==> src/rtl/mem_arb_pkg.sv <==
// Shared types for the memory port arbiter.
//   arb_state_e : arbiter FSM state (IDLE, BUSY_IF, BUSY_D, LOCKED)
//   owner_e     : which requester wins the current arbitration
package mem_arb_pkg;

  typedef enum logic [1:0] {
    IDLE    = 2'd0,
    BUSY_IF = 2'd1,
    BUSY_D  = 2'd2,
    LOCKED  = 2'd3
  } arb_state_e;

  typedef enum logic [1:0] {
    OWN_NONE = 2'd0,
    OWN_IF   = 2'd1,
    OWN_D    = 2'd2
  } owner_e;

endpackage

==> src/rtl/mem_port_arbiter.sv <==
// Two-port memory arbiter: an instruction-fetch port and a data port share a
// single memory port with at most one read outstanding.
//
// Ports:
//   clk, arst                     clock, asynchronous active-high reset
//   if_req_i/if_addr_i            fetch read request
//   if_gnt_o/if_rvalid_o/if_rdata_o  fetch grant and read return
//   d_req_i/d_we_i/d_mask_i/d_addr_i/d_wdata_i/d_lock_i  data request
//   d_gnt_o/d_rvalid_o/d_rdata_o  data grant and read return
//   mem_re_o/mem_we_o/mem_mask_o/mem_addr_o/mem_wdata_o  memory command
//   mem_rdata_i/mem_rresp_i       memory read return (one-cycle pulse)
//
// Build option: MEM_ARB_AMO_LOCK_EN -- when defined, a data grant with
// d_lock_i high keeps the port reserved for the data side (LOCKED state)
// until a data access with d_lock_i low completes. When undefined, d_lock_i
// is ignored and LOCKED is never entered.
module mem_port_arbiter
  import mem_arb_pkg::*;
#(
  parameter int DATA_WIDTH   = 32,
  parameter int ADDR_WIDTH   = 32,
  parameter int STARVE_LIMIT = 4
) (
  input  logic                  clk,
  input  logic                  arst,
  input  logic                  if_req_i,
  input  logic [ADDR_WIDTH-1:0] if_addr_i,
  output logic                  if_gnt_o,
  output logic                  if_rvalid_o,
  output logic [DATA_WIDTH-1:0] if_rdata_o,
  input  logic                  d_req_i,
  input  logic                  d_we_i,
  input  logic [3:0]            d_mask_i,
  input  logic [ADDR_WIDTH-1:0] d_addr_i,
  input  logic [DATA_WIDTH-1:0] d_wdata_i,
  input  logic                  d_lock_i,
  output logic                  d_gnt_o,
  output logic                  d_rvalid_o,
  output logic [DATA_WIDTH-1:0] d_rdata_o,
  output logic                  mem_re_o,
  output logic                  mem_we_o,
  output logic [3:0]            mem_mask_o,
  output logic [ADDR_WIDTH-1:0] mem_addr_o,
  output logic [DATA_WIDTH-1:0] mem_wdata_o,
  input  logic [DATA_WIDTH-1:0] mem_rdata_i,
  input  logic                  mem_rresp_i
);

  localparam int                CNT_W = $clog2(STARVE_LIMIT + 1);
  localparam logic [CNT_W-1:0]  LIMIT = CNT_W'(STARVE_LIMIT);

  arb_state_e       r_state;
  logic [CNT_W-1:0] r_starve_cnt;
  logic             r_lock;       // data read in flight was a locked access

  logic   w_arb;
  logic   w_locked;
  logic   w_force;
  logic   w_resp;
  logic   w_d_lock;
  owner_e w_win;

`ifdef MEM_ARB_AMO_LOCK_EN
  assign w_d_lock = d_lock_i;
`else
  logic w_unused_lock;
  assign w_unused_lock = d_lock_i;
  assign w_d_lock      = 1'b0;
`endif

  assign w_arb    = (r_state == IDLE) || (r_state == LOCKED);
  assign w_locked = (r_state == LOCKED);
  // Starvation override is suppressed while the data side holds the lock.
  assign w_force  = (r_starve_cnt == LIMIT) && !w_locked;
  // Reset gates everything combinational so outputs drop the instant arst rises.
  assign w_resp   = mem_rresp_i && !arst;

  always_comb begin
    w_win = OWN_NONE;
    if (!arst && w_arb) begin
      if (w_locked) begin
        if (d_req_i) w_win = OWN_D;
      end else if (if_req_i && (w_force || !d_req_i)) begin
        w_win = OWN_IF;
      end else if (d_req_i) begin
        w_win = OWN_D;
      end
    end
  end

  always_comb begin
    if_gnt_o    = 1'b0;
    d_gnt_o     = 1'b0;
    mem_re_o    = 1'b0;
    mem_we_o    = 1'b0;
    mem_mask_o  = '0;
    mem_addr_o  = '0;
    mem_wdata_o = '0;
    case (w_win)
      OWN_IF: begin
        if_gnt_o   = 1'b1;
        mem_re_o   = 1'b1;
        mem_mask_o = 4'hF;          // fetches always read the full word
        mem_addr_o = if_addr_i;
      end
      OWN_D: begin
        d_gnt_o    = 1'b1;
        mem_re_o   = !d_we_i;
        mem_we_o   = d_we_i;
        mem_mask_o = d_mask_i;
        mem_addr_o = d_addr_i;
        if (d_we_i) mem_wdata_o = d_wdata_i;
      end
      default: ;
    endcase
  end

  // Read data is only forwarded to the port that owns the outstanding read;
  // a response seen while not BUSY is dropped.
  assign if_rvalid_o = w_resp && (r_state == BUSY_IF);
  assign d_rvalid_o  = w_resp && (r_state == BUSY_D);
  assign if_rdata_o  = if_rvalid_o ? mem_rdata_i : '0;
  assign d_rdata_o   = d_rvalid_o  ? mem_rdata_i : '0;

  always_ff @(posedge clk or posedge arst) begin
    if (arst) begin
      r_state      <= IDLE;
      r_starve_cnt <= '0;
      r_lock       <= 1'b0;
    end else begin
      // A denial only happens at an arbitration point, so BUSY cycles do not
      // count toward starvation.
      if (!if_req_i || (w_win == OWN_IF)) begin
        r_starve_cnt <= '0;
      end else if (w_arb && (r_starve_cnt != LIMIT)) begin
        r_starve_cnt <= r_starve_cnt + 1'b1;
      end

      case (r_state)
        IDLE, LOCKED: begin
          case (w_win)
            OWN_IF: r_state <= BUSY_IF;
            OWN_D: begin
              r_lock <= w_d_lock;
              if (d_we_i) r_state <= w_d_lock ? LOCKED : IDLE;
              else        r_state <= BUSY_D;
            end
            default: ;
          endcase
        end
        BUSY_IF: if (mem_rresp_i) r_state <= IDLE;
        BUSY_D:  if (mem_rresp_i) r_state <= r_lock ? LOCKED : IDLE;
        default: r_state <= IDLE;
      endcase
    end
  end

endmodule

==> config.mk <==
export PLATFORM = sky130hd
export DESIGN_NAME = mem_port_arbiter
export DESIGN_NICKNAME = d
export VERILOG_FILES = /design/src/rtl/mem_arb_pkg.sv /design/src/rtl/mem_port_arbiter.sv
export SDC_FILE = /design/constraint.sdc
export NUM_CORES = 1
export LEC_CHECK = 0
export CAP_MARGIN = 10
export CORE_AREA = 2 2 109 111
export DETAILED_ROUTE_END_ITERATION = 16
export DIE_AREA = 0 0 111 113
export PLACE_DENSITY_LB_ADDON = 0.12
export REMOVE_ABC_BUFFERS = 1
export SETUP_SLACK_MARGIN = 0.1
export SYNTH_ARGS = -nofsm -noshare
export SYNTH_HDL_FRONTEND = slang
export SYNTH_SLANG_ARGS = --single-unit
==> constraint.sdc <==
create_clock -name clk -period 6.1 [get_ports clk]
set_input_delay 0.915 -clock clk [delete_from_list [all_inputs] [get_ports clk]]
set_output_delay 0.915 -clock clk [all_outputs]
set_load 0.02 [all_outputs]
; ---- Yosys cells after proc, flatten, opt, wreduce, memory -nomap -nowiden
; Index checks and enable logic that the tools add are counted.
[classes]
addsub = 1
n_eq_ne = 10
n_mux = 20
reduce_logical = 20
[op_table]
columns = cell, n
row1 = 32-bit 2-to-1 mux, 4
row2 = 32-bit one-hot mux with 2 select lines, 1
row3 = 2-bit 2-to-1 mux, 6
row4 = 2-bit one-hot mux with 2 select lines, 2
row5 = 4-bit one-hot mux with 2 select lines, 1
row6 = 1-bit logical AND, 7
row7 = "2-bit equality test, second input constant", 3
row8 = 3-bit 2-to-1 mux, 2
row9 = 1-bit logical NOT, 5
row10 = "2-bit by 1-bit equality test with 1-bit output, second input constant", 2
row11 = "2-bit != test, second input constant", 2
row12 = 2-bit OR reduction, 2
row13 = "3-bit by 1-bit adder with 3-bit output, second input constant", 1
row14 = "3-bit equality test, second input constant", 1
row15 = 1-bit logical OR, 3
row16 = 1-bit 2-to-1 mux, 3
row17 = "3-bit by 2-bit != test with 1-bit output, second input constant", 1
row18 = "3-bit != test, second input constant", 1
row19 = 3-bit AND reduction, 1
row20 = 2-bit logical NOT, 1
row21 = 1-bit one-hot mux with 2 select lines, 1
row22 = 2-bit nonzero test, 1
[word_totals]
register_bits = 5
input_bits = 139
out_inout_bits = 138
wordCells = 53

; ---- Longest topological paths before layout
; Gate-level depths: netlist of run 1.
[depth]
depth_word = 11
ltp_mapped = 10
depth_no_buf = 9

; ---- Worst setup path before layout of run 1
; Ideal clock, no wire load.
[synth_path]
kind = input to output
start = input arst
end = output mem_addr_o[19]
arrival_time_ps = 2363
required_time_ps = 5185
slack_ps = 2822
cell_stages = 7
path_buffers = 2
path_cell_list = and2b_1 and4b_1 ha_1 buf_4 buf_4 a22oi_1 nor2_1
[synth_via]
elab_chain_len = 5
word_cells_on_any_way = 6
cone_classes = eq/ne (2) / mux (2) / reduce/logical (2)
[synth_lines]
columns = item, line
row1 = "start, declared", mem_port_arbiter.sv:25  ; input logic arst,
row2 = 1-bit logical NOT (no line) (*), -
row3 = 1-bit logical AND (*), mem_port_arbiter.sv:80  ; if (!arst && w_arb) begin
row4 = 2-bit 2-to-1 mux (*), mem_port_arbiter.sv:80
row5 = 2-bit equality test or 2-bit by 1-bit equality test with 1-bit output (tied branches), mem_port_arbiter.sv:99  ; case (w_win)
row6 = 32-bit one-hot mux with 2 select lines (*), mem_port_arbiter.sv:99
row7 = "end, declared", mem_port_arbiter.sv:43  ; output logic [ADDR_WIDTH-1:0] mem_addr_o,
; Mark *: on every way between the ends. The rest lies on a longest branch, timed or not.

; ---- Worst setup path in the final report of run 1
[layout_path]
start = input if_req_i
end = output mem_addr_o[28]
[layout_via]
elab_chain_len = 6
word_cells_on_any_way = 7
cone_classes = eq/ne (2) / mux (4) / reduce/logical (1)
[layout_lines]
columns = item, line
row1 = "start, declared", mem_port_arbiter.sv:26  ; input logic if_req_i,
row2 = 1-bit logical AND (*), mem_port_arbiter.sv:83  ; end else if (if_req_i && (w_force || !d_req_i)) begin
row3 = 2-bit 2-to-1 mux (*), mem_port_arbiter.sv:83
row4 = 2-bit 2-to-1 mux (*), mem_port_arbiter.sv:81  ; if (w_locked) begin
row5 = 2-bit 2-to-1 mux (*), mem_port_arbiter.sv:80
row6 = 2-bit equality test or 2-bit by 1-bit equality test with 1-bit output (tied branches), mem_port_arbiter.sv:99
row7 = 32-bit one-hot mux with 2 select lines (*), mem_port_arbiter.sv:99
; Marked as above.

==> summary.md, run 1 <==
| Metric | Value |
|---|---|
| # resized after CTS | 0 |
| # H-tree levels | 1 |
| Number of synthesized flops with an enable pin | 0 |
| Critical Path, Cell by Cell | clkdlybuf4s50_1 -> inv_1 -> o311ai_2 -> ha_1 -> buf_4 -> a22oi_1 -> nor2_1 -> clkdlybuf4s50_1 |
| Skew-Pair Late Insertion Delay | between 0.2 and 0.25 ns |
| Period minus WS final | between 4 and 5 ns |
| Ratio of cells with drive above 1 in the final layout | roughly 2.4% |
| Die span in x | around 110 um |
| CP Launch Type | input pin |
| Max-cap violations | 0 |
| Ys flop type | dfrtp_1 |
| Area delta synth->final | 184% |
| Count of input and output buffers | roughly 280 |
| Final wirelength | ~9.3 mm |
| Switch share | 40.8% |
| Worst VDD drop | between 0.0001 and 0.00015 V |
| Synth area leader | and2_1 |
| Pins Over Slew Limit | 0 |
| Largest net degree at the start of global routing | 40 |
| Critical Path AT | roughly 3.9 ns |
| Netlist cell types | 29 |
| DP HPWL | around 7.6 mm |
| Ant diodes | 0 |
| Worst reg2reg path startpoint | r_state[0] |
| Seq/Total Area, Yosys | between 7 and 8% |
| Vias per cell | 4.13 |
| Hold Buf Count CTS | 0 |
| I/O pin count | ~280 |
| Routed length per instance | 14.5 um |
| CP Max Fanout | 24 |
| Slowest cell on the critical path | ha_1 |
| First-pass GRT wire length | 14.0 mm |
| Gate power share | about three quarters |
| Die area | between 0.01 and 0.015 mm^2 |
| Via count | between 2000 and 3000 |
| Req. time, crit path | ~5.2 ns |
| Leakage power | between 1.5 and 2 nW |
| Fin nets | between 600 and 700 |
| Netlist Area Pre-Place | 0.00158 mm^2 |
| GPL Wtd Cong | about 0.81 |
| Hold Crit Start | r_starve_cnt[1] |
| Tcrit/Tclk final | approximately four fifths |
| FF-to-FF path depth | 9 |
| Drt drc | 0 |
| PD cells | between 100 and 150 mW/mm^2 |
| GRT Util Overall | 13.5% |
| Initial antenna violation count | 0 |
| Crit path max-delay family | buffers and inverters |
| CP Buf/Inv Count | 4 |
| Outcome | finished, final reports clean |
| Initial core utilization | around 14% |
| Setup CP Type | input pin to output pin |
| Critical Path Most Common Cell | clkdlybuf4s50_1 |
| Worst stage delay on the critical path | around 0.81 ns |
| Layout Skew | ~0.0006 ns |
| Worst-Margin Slew | 1.14 ns |
| Die height | 113 um |
| Layout Cells excl Fill | roughly 640 |
| Pre-antenna DRT Iters | 4 |
| Post-CTS Setup Inserts | 0 |
| Core Area | about 0.011 mm^2 |
| Setup tns final | 0 ns |
| WHS Endpoint | r_starve_cnt[1] |
| P_int | 371 uW |
| Post-Synthesis Cells | 241 |
| Filler cell count in the final layout | around 1200 |
| Reg-to-reg endpoint | r_state[1] |
| Worst-path clk slew | about 0.030 ns |
| CTS tree | done |
| Worst slew margin | around a quarter |
| Share of Yosys cell area claimed by the top area cell type | approximately 26% |
| Psw | roughly 260 uW |
| Final setup fails | 0 |
| Async SR Flop Fraction | 100% |
| Yosys warnings | 0 |
| Fmax achieved | 207 MHz |
| Dpl cells | 638 |
| Cells on Worst Hold Path | 2 |
| Reg power frac | between 8 and 9% |
| Avg Synthesized Cell Area | around 6.6 um^2 |
| RSZ-0062 raised after global routing | no |
| Hold Path Class | register to register |
| Synth area leaders | and2_1 (26%), a22oi_1 (15%), and3_1 (13%), nor2_1 (9.3%), dfrtp_1 (7.9%) |
| CTS Buf Count | 3 |
| Global route total overflow | 0 |
| Vias in the first global route | roughly 2600 |
| DRT iter0 DRCs | between 100 and 150 |
| Power share of the clock group | approximately 17% |
| Clk sinks | 5 |
| Clock Tree Root | clkbuf_16 |
| Antenna viol nets, final | 0 |
| CP Capture Type | output pin |
| R2r setup slk | between 3 and 4 ns |
| # rows | 39 |
| Clock buffer depth | 2 |
| Final Hold Vio Count | 0 |
| Register bit total from synthesis | 5 |
## synth_stat cells (2+ instances only)
cell	count
and2_1	65
nor2_1	39
a22oi_1	32
and3_1	32
buf_2	16
a21oi_1	8
ha_1	8
inv_1	7
clkbuf_1	5
dfrtp_1	5
and3_4	2
and4b_1	2
buf_4	2
nand2_1	2
nand2b_1	2
## power by group through the flow
stage	combinational (mW)	sequential, mW	clock, mW
2_1_floorplan	0.227	0.0519	0
3_3_place_gp	0.465	0.0533	0
3_5_place_dp	0.470	0.0545	0
4_1_cts	0.474	0.0542	0.108
5_1_grt	0.504	0.0555	0.112
6_report	0.467	0.0538	0.105
## registers in the layout, indices dropped and copies added (netlist names)
signal and flops:
r_starve_cnt 3, r_state 2
## worst register-to-register path: stages (launching register included)
cell and delay, ns:
dfrtp_1 0.39, inv_1 0.06, ha_1 0.39, and2b_1 0.20, o311ai_2 0.12, inv_1 0.09, ha_1 0.91, buf_4 0.28
o2111a_1 0.20, a22o_1 0.14
## stage by stage
step	util [%]	worst slack (ns)	cell area (um^2)	hold slack, ns	total power [mW]
floorplan	-	2.46	1450	0.513	0.279
global placement	39.1	1.30	4410	0.540	0.519
detailed placement	39.1	1.23	4410	0.554	0.525
CTS	39.8	1.21	4490	0.565	0.636
global route	39.8	0.976	4490	0.617	0.671
finish	39.8	1.27	4490	0.559	0.626
## metal layers
layer  routed length [um]  track usage, %  vias to the layer above
li1                     -               -                     1342
met1                 3430            14.1                     1160
met2                 5060            28.0                      147
met3                  741            3.48                        4
met4                   40           0.667                        0
met5                    0               0                        -
## final cells by class
class / count / area [um^2] / area share, %
inverter: 8 / 30.0 / 0.669
sequential: 5 / 125 / 2.79
clock buffer: 4 / 78.8 / 1.75
timing repair buffer: 279 / 2780 / 61.9
tap: 143 / 179 / 3.98
multi-input combinational: 203 / 1300 / 28.9
## cell families (layout without fill, tap and decap cells)
group | Yosys count | after routing | share of synthesized area [%]
AOI/OAI and AO/OA | 46 | 46 | 21.5
xor gates and xnor gates | 1 | 1 | 0.554
buffers and inverters | 33 | 291 | 10.1
muxes | 1 | 1 | 0.633
adders and majority gates | 8 | 8 | 6.33
and+or+nand+nor | 147 | 147 | 53.0
DFF | 5 | 5 | 7.92
## worst max-delay path by stage
stage                     cells past startpoint     start        endpoint
after floorplan                               5      arst   mem_addr_o[0]
after global placement                        8  if_req_i  mem_addr_o[16]
after detailed placement                      9      arst   mem_addr_o[9]
after CTS                                     9      arst   mem_addr_o[9]
after global routing                          8  if_req_i  mem_addr_o[16]
final                                         8  if_req_i  mem_addr_o[28]
## cells in the final DEF (no fill, tap or decap), drive strengths merged
master / netlist / routed
and2b: 1 / 1
dfrtp: 5 / 5
a21boi: 1 / 1
mux2i: 1 / 1
nand2b: 2 / 2
a22oi: 32 / 32
o21bai: 1 / 1
nor2: 39 / 39
inv: 8 / 8
a22o: 1 / 1
o2111a: 1 / 1
a21oi: 8 / 8
xnor2: 1 / 1
clkdlybuf4s50: 0 / 275
o21ai: 1 / 1
buf: 20 / 4
o311ai: 1 / 1
clkbuf: 5 / 4
and4b: 2 / 2
and3: 34 / 34
nand4b: 1 / 1
nand2: 2 / 2
ha: 8 / 8
nor3: 1 / 1
and2: 65 / 65
No activity file was read; power rests on OpenSTA's default activity.
==> run 2: changes to the inputs <==
--- a/config.mk
+++ b/config.mk
@@ -6,9 +6,9 @@
 export NUM_CORES = 1
 export LEC_CHECK = 0
 export CAP_MARGIN = 10
-export CORE_AREA = 2 2 109 111
+export CORE_AREA = 2 2 106 108
 export DETAILED_ROUTE_END_ITERATION = 16
-export DIE_AREA = 0 0 111 113
+export DIE_AREA = 0 0 108 110
 export PLACE_DENSITY_LB_ADDON = 0.12
 export REMOVE_ABC_BUFFERS = 1
 export SETUP_SLACK_MARGIN = 0.1
==> constraint.sdc (replaced) <==
create_clock -name clk -period 4.2 [get_ports clk]
set_input_delay 0.63 -clock clk [delete_from_list [all_inputs] [get_ports clk]]
set_output_delay 0.63 -clock clk [all_outputs]
set_load 0.02 [all_outputs]
==> run 2 against run 1 <==
Combinational power increased by 45%. Routed wire length increased by 2.4%. Clock power decreased by 17%. Via count increased by 2.9%.
==> summary.md, run 2 (synthesized netlist as in run 1, its figures left out) <==
| Metric | Value |
|---|---|
| Worst stage delay on the critical path | 0.64 ns (was 0.81 ns) |
| Count of input and output buffers | 275 (unchanged) |
| Area delta synth->final | 183% (was 184%) |
| Initial core utilization | 14.8% (was 14.0%) |
| Final wirelength | 9.50 mm (was 9.28 mm) |
| Hold Buf Count CTS | 0 (unchanged) |
| Psw | 364 uW (was 255 uW) |
| Outcome | finished, final reports clean (unchanged) |
| Register area | 125 um^2 (unchanged) |
| GRT Util Overall | 13.8% (was 13.5%) |
| Clock buffer depth | 2 (unchanged) |
| RSZ-0062 raised after global routing | no (unchanged) |
| DP HPWL | 7.84 mm (was 7.63 mm) |
| Ratio of cells with drive above 1 in the final layout | 2.99% (was 2.40%) |
| CP Capture Type | output pin (unchanged) |
| Req. time, crit path | 3.57 ns (was 5.18 ns) |
| Filler cell count in the final layout | 1143 (was 1172) |
| Final Util | 41.8% (was 39.8%) |
| Multi-input combinational cell area | 0.00130 mm^2 (about the same) |
| Antenna viol nets, final | 0 (unchanged) |
| CP Max Fanout | 39 (was 24) |
| Gate power share | 80.4% (was 74.5%) |
| Drt drc | 0 (unchanged) |
| Vias per cell | 4.26 (was 4.13) |
| I/O pin count | 277 (unchanged) |
| GPL Wtd Cong | 0.725 (was 0.809) |
| Worst-Margin Slew | 0.581 ns (was 1.14 ns) |
| Fin nets | 649 (was 647) |
| Core Area | 0.0107 mm^2 (was 0.0113 mm^2) |
| P_int | 477 uW (was 371 uW) |
| Regs by FF count | r_starve_cnt x3, r_state x2 (unchanged) |
| Die area | 0.0119 mm^2 (was 0.0125 mm^2) |
| Initial antenna violation count | 0 (unchanged) |
| Critical Path, Cell by Cell | clkdlybuf4s50_1 -> and2b_1 -> o311ai_2 -> inv_1 -> ha_2 -> and3_1 -> clkdlybuf4s50_1 (was clkdlybuf4s50_1 -> inv_1 -> o311ai_2 -> ha_1 -> buf_4 -> a22oi_1 -> nor2_1 -> clkdlybuf4s50_1) |
| Final Hold Slack | 0.560 ns (was 0.559 ns) |
| Max-cap violations | 0 (unchanged) |
| Die height | 110 um (was 113 um) |
| Placed instance area | 0.00442 mm^2 (was 0.00441 mm^2) |
| Final Hold Vio Count | 0 (unchanged) |
| Layout Skew | 0.000165 ns (was 0.000598 ns) |
| Reg power frac | 9.3% (was 8.6%) |
| PD cells | 188 mW/mm^2 (was 139 mW/mm^2) |
| Vias in the first global route | 2544 (was 2622) |
| CTS tree | done (unchanged) |
| Setup CP Type | input pin to output pin (unchanged) |
| Worst-path clk slew | 0.03 ns (about the same) |
| Commonest non-fill, non-tap cell in the layout | clkdlybuf4s50_1 (unchanged) |
| Hold Path Class | register to register (unchanged) |
| Largest register FFs | 3 (unchanged) |
| Largest net degree at the start of global routing | 40 (unchanged) |
| Placement Setup Slack | 0.186 ns (was 1.23 ns) |
| Ant diodes | 0 (unchanged) |
| Post-CTS Setup Inserts | 0 (unchanged) |
| Slowest cell on the critical path | clkdlybuf4s50_1 (was ha_1) |
| Switch share | 43.3% (was 40.8%) |
| Critical Path AT | 2.99 ns (was 3.92 ns) |
| Power share of the clock group | 10.4% (was 16.9%) |
| Final instance area | 0.00447 mm^2 (was 0.00449 mm^2) |
| Clock Tree Root | clkbuf_8 (was clkbuf_16) |
| Tcrit/Tclk final | between 80% and 90% |
| Final setup fails | 0 (unchanged) |
| Leakage power | 1.77 nW (was 1.78 nW) |
| Worst slew margin | 61.3% (was 23.8%) |
| Pre-antenna DRT Iters | 4 (unchanged) |
| # H-tree levels | 1 (unchanged) |
| # rows | 38 (was 39) |
| Global route total overflow | 0 (unchanged) |
| Worst setup margin | 0.580 ns (was 1.27 ns) |
| First-pass GRT wire length | 13.2 mm (was 14.0 mm) |
| # resized after CTS | 0 (unchanged) |
| DRT iter0 DRCs | 96 (was 111) |
| CTS Buf Count | 3 (unchanged) |
| Worst VDD drop | 0.0000930 V (was 0.000125 V) |
| Skew-Pair Late Insertion Delay | 0.22 ns (about the same) |
| Clk sinks | 5 (unchanged) |
| Via count | 2729 (was 2653) |
| Setup tns final | 0 ns (unchanged) |
| Most frequent cells in the layout | clkdlybuf4s50_1 (275), and2_1 (65), nor2_1 (39), a22oi_1 (32), and3_1 (32) (unchanged) |
| Pins Over Slew Limit | 0 (unchanged) |
| Routed length per instance | 14.8 um (was 14.5 um) |
| Critical Path Most Common Cell | clkdlybuf4s50_1 (unchanged) |
| Reg with most FFs | r_starve_cnt (unchanged) |
| R2r setup slk | 1.80 ns (was 3.26 ns) |
| Period minus WS final | 3.62 ns |
| CP Launch Type | input pin (unchanged) |
| Fmax achieved | around 280 MHz |
| Die span in x | 108 um (was 111 um) |
==> run 2: cell count changes in the layout (fill, tap and decap cells not counted), sizes merged <==
cell,delta
buf,+2
==> run 2: worst max-delay path: cells and delay by family <==
family / cells / cell delay [ns]
simple gates: 2 / 0.50
fa+ha+maj: 1 / 0.56
buf+inv: 3 / 1.17
compound gates: 1 / 0.12
==> run 2: final cells by class <==
type,count,area share (%)
clock buffers,4,1.01
repair buffers,281,62.6
well taps,140,3.92
inverters,8,0.672
flip-flops and latches,5,2.80
multi-input cells,203,29.0
==> run 2: path summary, 6_finish.rpt <==
| path | end | start | depth (start not counted) |
|---|---|---|---|
| max | mem_wdata_o[22] | arst | 7 |
| min | r_starve_cnt[1] | r_starve_cnt[1] | 2 |
| max reg2reg | r_state[1] | r_state[0] | 9 |
| min reg2reg | r_starve_cnt[1] | r_starve_cnt[1] | 2 |
| max in group asynchronous | r_state[0] | arst | 2 |
| min in group asynchronous | r_starve_cnt[0] | arst | 2 |
==> run 2: layer usage <==
layer	vias up	GRT usage (%)	part of all wire [%]
met3	8	4.88	11
met4	0	2.75	1.5
li1	1347	-	-
met2	158	26.9	53
met5	-	0	0
met1	1216	14.2	35
==> run 2: per-stage QoR <==
| step | power (mW) | cells |
|---|---|---|
| CTS | 0.854 | 641 |
| detailed placement | 0.760 | 637 |
| floorplan | 0.405 | 216 |
| global route | 0.912 | 641 |
| global placement | 0.753 | 637 |
| finish | 0.841 | 641 |
==> run 2: power by group through the flow <==
stage / logic [mW] / registers, mW / clock network [mW]
3_3_place_gp: 0.675 / 0.0777 / 0
3_5_place_dp: 0.681 / 0.0792 / 0
4_1_cts: 0.685 / 0.0785 / 0.0901
6_report: 0.676 / 0.0781 / 0.0871
5_1_grt: 0.735 / 0.0808 / 0.0966
2_1_floorplan: 0.330 / 0.0754 / 0
